### src/rtl/serial_pkg.sv
// Shared framing definitions for the serial transmitter and its matching receiver.
package serial_pkg;

  typedef enum logic [1:0] {
    IDLE  = 2'd0,
    START = 2'd1,
    DATA  = 2'd2,
    STOP  = 2'd3
  } tx_state_t;

  localparam logic START_LEVEL = 1'b0;
  localparam logic STOP_LEVEL  = 1'b1;
  localparam logic IDLE_LEVEL  = 1'b1;

endpackage

### src/rtl/baud_tick_gen.sv
// Bit-period timer: tick marks the last clk cycle of each serial bit.
module baud_tick_gen #(
  parameter int CLKS_PER_BIT = 1
) (
  input  logic clk,
  input  logic rst,
  input  logic en,
  output logic tick
);

  localparam int            CW       = (CLKS_PER_BIT > 1) ? $clog2(CLKS_PER_BIT) : 1;
  localparam logic [CW-1:0] CNT_LAST = CW'(CLKS_PER_BIT - 1);

  logic [CW-1:0] cnt;

  // Held at zero while disabled so every frame starts on a fresh bit period.
  always_ff @(posedge clk or posedge rst) begin
    if (rst)
      cnt <= '0;
    else if (!en || cnt == CNT_LAST)
      cnt <= '0;
    else
      cnt <= cnt + 1'b1;
  end

  assign tick = en && (cnt == CNT_LAST);

endmodule

### src/rtl/piso_frame_tx.sv
// Framed parallel-in/serial-out transmitter: start bit, WIDTH data bits, stop bit.
// state | meaning
// IDLE  | line at idle level, ready for a word
// START | start bit on the line
// DATA  | shifting data bits out
// STOP  | stop bit on the line, done follows
module piso_frame_tx #(
  parameter int WIDTH        = 8,
  parameter int CLKS_PER_BIT = 1,
  parameter int MSB_FIRST    = 1
) (
  input  logic             clk,
  input  logic             rst,
  input  logic             load_valid,
  output logic             load_ready,
  input  logic [WIDTH-1:0] load_data,
  output logic             sout,
  output logic             busy,
  output logic             done
);

  import serial_pkg::*;

  localparam int             BCW      = $clog2(WIDTH + 1);
  localparam logic [BCW-1:0] BIT_LAST = BCW'(WIDTH - 1);

  tx_state_t        state;
  logic [WIDTH-1:0] shreg;
  logic [WIDTH-1:0] shreg_nxt;
  logic [BCW-1:0]   bit_cnt;
  logic             tick;
  logic             baud_en;
  logic             accept;
  logic             first_bit;
  logic             next_bit;

  assign accept    = load_valid && load_ready;
  assign baud_en   = (state != IDLE);
  assign shreg_nxt = (MSB_FIRST != 0) ? (shreg << 1) : (shreg >> 1);
  assign first_bit = (MSB_FIRST != 0) ? shreg[WIDTH-1] : shreg[0];
  assign next_bit  = (MSB_FIRST != 0) ? shreg_nxt[WIDTH-1] : shreg_nxt[0];

  baud_tick_gen #(.CLKS_PER_BIT(CLKS_PER_BIT)) u_baud (
    .clk  (clk),
    .rst  (rst),
    .en   (baud_en),
    .tick (tick)
  );

  // sout is loaded with the level of the state being entered, keeping it a pure flop output.
  always_ff @(posedge clk or posedge rst) begin
    if (rst) begin
      state      <= IDLE;
      shreg      <= '0;
      bit_cnt    <= '0;
      sout       <= IDLE_LEVEL;
      load_ready <= 1'b1;
      busy       <= 1'b0;
      done       <= 1'b0;
    end else begin
      done <= 1'b0;
      case (state)
        IDLE: begin
          if (accept) begin
            shreg      <= load_data;
            state      <= START;
            sout       <= START_LEVEL;
            load_ready <= 1'b0;
            busy       <= 1'b1;
          end
        end
        START: begin
          if (tick) begin
            state <= DATA;
            sout  <= first_bit;
          end
        end
        DATA: begin
          if (tick) begin
            if (bit_cnt == BIT_LAST) begin
              bit_cnt <= '0;
              state   <= STOP;
              sout    <= STOP_LEVEL;
            end else begin
              bit_cnt <= bit_cnt + 1'b1;
              shreg   <= shreg_nxt;
              sout    <= next_bit;
            end
          end
        end
        STOP: begin
          if (tick) begin
            state      <= IDLE;
            sout       <= IDLE_LEVEL;
            busy       <= 1'b0;
            load_ready <= 1'b1;
            done       <= 1'b1;
          end
        end
        default: state <= IDLE;
      endcase
    end
  end

endmodule
### config.mk
export PLATFORM = sky130hd
export DESIGN_NAME = piso_frame_tx
export DESIGN_NICKNAME = d
export VERILOG_FILES = /design/src/rtl/serial_pkg.sv /design/src/rtl/baud_tick_gen.sv /design/src/rtl/piso_frame_tx.sv
export SDC_FILE = /design/constraint.sdc
export NUM_CORES = 1
export LEC_CHECK = 0
export CORE_MARGIN = 1
export CORE_UTILIZATION = 50
export DETAILED_ROUTE_END_ITERATION = 7
export PLACE_DENSITY_LB_ADDON = 0.08
export SKIP_CTS_REPAIR_TIMING = 1
export SYNTH_ARGS = -nofsm -noshare
export SYNTH_HDL_FRONTEND = slang
export SYNTH_SLANG_ARGS = --single-unit
### constraint.sdc
create_clock -name clk -period 2 [get_ports clk]
set_clock_uncertainty 0.1 [all_clocks]
set_input_delay 0.4 -clock clk [delete_from_list [all_inputs] [get_ports clk]]
set_output_delay 0.4 -clock clk [all_outputs]
set_load 0.05 [all_outputs]
==> results.cfg <==
[logic_synthesis]
ys.flop_type = dfrtp_1
ys_warn_count = 0
syn_area_sq_um = 987
synth-edff-count = 0
synth_most_common_cell = dfrtp_1
synth_common_cells = 17 x dfrtp_1, 13 x nand2_1, 12 x a21oi_1
synthTopCellsByArea = dfrtp_1 43%, ha_1 6.3%, a21oi_1 6.1%
syn_inst = 104
synth-seq-area-share_pct = 48.4
synth_nets = 120
syn_area_per_cell_sq_um = 9.49
synth_top_area_share_pct = 43.1
async_flop_share_pct = 100
synth_seq_cells = 19
synth_top_area_cell = dfrtp_1
yosysUniqueCellTypes = 31

[worst_setup_path]
worstPathArrival_ns = 1.40
path_class = reg -> out
timing.critical_path.buf_inv = 1
cpPeakStageDelay_ns = 0.79
endpoint_kind = primary output
critPathMaxFanout = 1
crit_family = buffers and inverters
cp.required_ns = 1.50
path_cells = clkdlybuf4s50_1
critPathLaunchType = flip-flop
slowest_stage = clkdlybuf4s50_1

[flow_run]
drv_cap = 0

[route]
dr.first_iter.drc_count = 16
dr.pass1.iters = 4
num_vias = 826
drtAntennaViolNets = 0
wirelength_mm = 1.90
drc_errors = 0
via_per_inst = 5.58
avgRoutedWirePerCell_um = 12.8

[die]
core_sq_mm = 0.00178
io_pins = 15
rows = 15
die_width_um = 46.4
die_h_um = 46.4
die-area_sq_mm = 0.00216
initial_core_util_pct = 55.4

[cells_and_area]
drive_gt1_share_pct = 14.6
final_nets = 140
antenna_cells = 0
area_delta_synth_final_pct = 21.8
fin_util_pct = 67.4

[pwr]
p_clk_share_pct = 30.3
power_mw = 0.603
switching_share_pct = 20.0
power_density_mw_per_mm2 = 501
intPower_mw = 0.483
seq_power_share_pct = 64.2
p_sw_mw = 0.120
vdd_drop_max_uv = 322
combPwrFrac_pct = 5.5
p_leak_nw = 0.522

[global_route]
overflow = 0
grt_start_max_net_pins = 20
grt_pass1_vias = 769
antenna_found_initial = 0
grtUsageTotal_pct = 21.2
grt_pass1_wl_mm = 3.28

[sta]
tns_ns = 0
period_share_pct = 95.1
worst_hold_slack_ns = 0.327
drv_slew = 0
rsz0062_at_grt = false
max_freq_mhz = 526
min_period_ns = 1.90
setup_viol = 0
fin_ws_ns = 0.0978
hold_violations = 0

[clocking]
cts-root-buf = clkbuf_4
max-clock-path-buffers = 2
clk_latency_ns = 0.28
htree_levels = 1
cts_tree = yes
cts_buffers = 3
cts_sinks = 19
path_clk_slew_ns = 0.10

[placement]
port_buffers = 14
dpl.hpwl_mm = 1.46
dpl_worst_slack_ns = 0.0408
place_congestion = 0.791

[run_status]
outcome = finished clean

[worst_hold_path]
hp-class = in -> async
## flip-flops by register name, indices dropped and copies added (netlist names)
register and count:
bit_cnt 4, busy 1, done 1, load_ready 1, shreg 8, sout 1
state 2, u_baud.cnt 1
## cell usage in the layout, fill, tap and decap left out, types with 2 or more instances in the layout
master / Yosys / routed
nand2_1: 13 / 13
o22ai_1: 8 / 8
o21ai_0: 7 / 7
dfstp_2: 2 / 2
inv_1: 4 / 4
ha_2: 0 / 2
clkdlybuf4s50_1: 0 / 11
clkbuf_4: 0 / 3
o22a_1: 3 / 3
a21oi_1: 12 / 11
buf_4: 0 / 7
dfrtp_1: 17 / 17
ha_1: 5 / 3
nor2_1: 11 / 11
## routing by layer
| layer | vias up | GRT usage, % | part of all wire, % |
|---|---|---|---|
| met3 | 4 | 3.53 | 2.1 |
| li1 | 419 | - | - |
| met2 | 11 | 35.3 | 48 |
| met5 | - | 0 | 0 |
| met4 | 0 | 7.06 | 1.1 |
| met1 | 392 | 27.6 | 49 |
## path summary, 6_finish.rpt
check / start / endpoint / slack [ns] / depth (start not counted)
max in group asynchronous: rst / sout / 1.22 / 3
setup / recovery: done / done / 0.1 / 1
hold / removal: rst / bit_cnt[1] / 0.33 / 3
min in group clk: bit_cnt[1] / bit_cnt[1] / 0.41 / 2
hold reg to reg: bit_cnt[1] / bit_cnt[1] / 0.41 / 2
setup reg to reg: state[0] / bit_cnt[3] / 0.1 / 5
## logic make-up after synthesis
group	synth area share [%]
flops	48.4
simple gates	18.1
other cells	0.380
fa+ha+maj	6.34
xor+xnor	0.887
buf+inv	2.91
compound gates	22.9
## area by class of cell
cell class,instances,area [sq um]
inverter,4,15.0
tap,25,31.3
sequential,19,478
clock buffer,4,26.3
fill,134,581
timing repair buffer,18,163
multi-input combinational,78,489
## per-stage QoR
step,instance area (sq um),instances
finish,1200,148
global placement,1170,144
global route,1200,148
floorplan,987,104
detailed placement,1170,144
CTS,1190,148
## power groups by stage
stage / clock network, mW / registers, mW / logic, mW
3_5_place_dp: 0 / 0.394 / 0.0341
6_report: 0.183 / 0.387 / 0.0331
2_1_floorplan: 0 / 0.394 / 0.00914
5_1_grt: 0.213 / 0.388 / 0.0376
3_3_place_gp: 0 / 0.394 / 0.0332
4_1_cts: 0.192 / 0.387 / 0.0342
No activity file was read; power rests on OpenSTA's default activity.
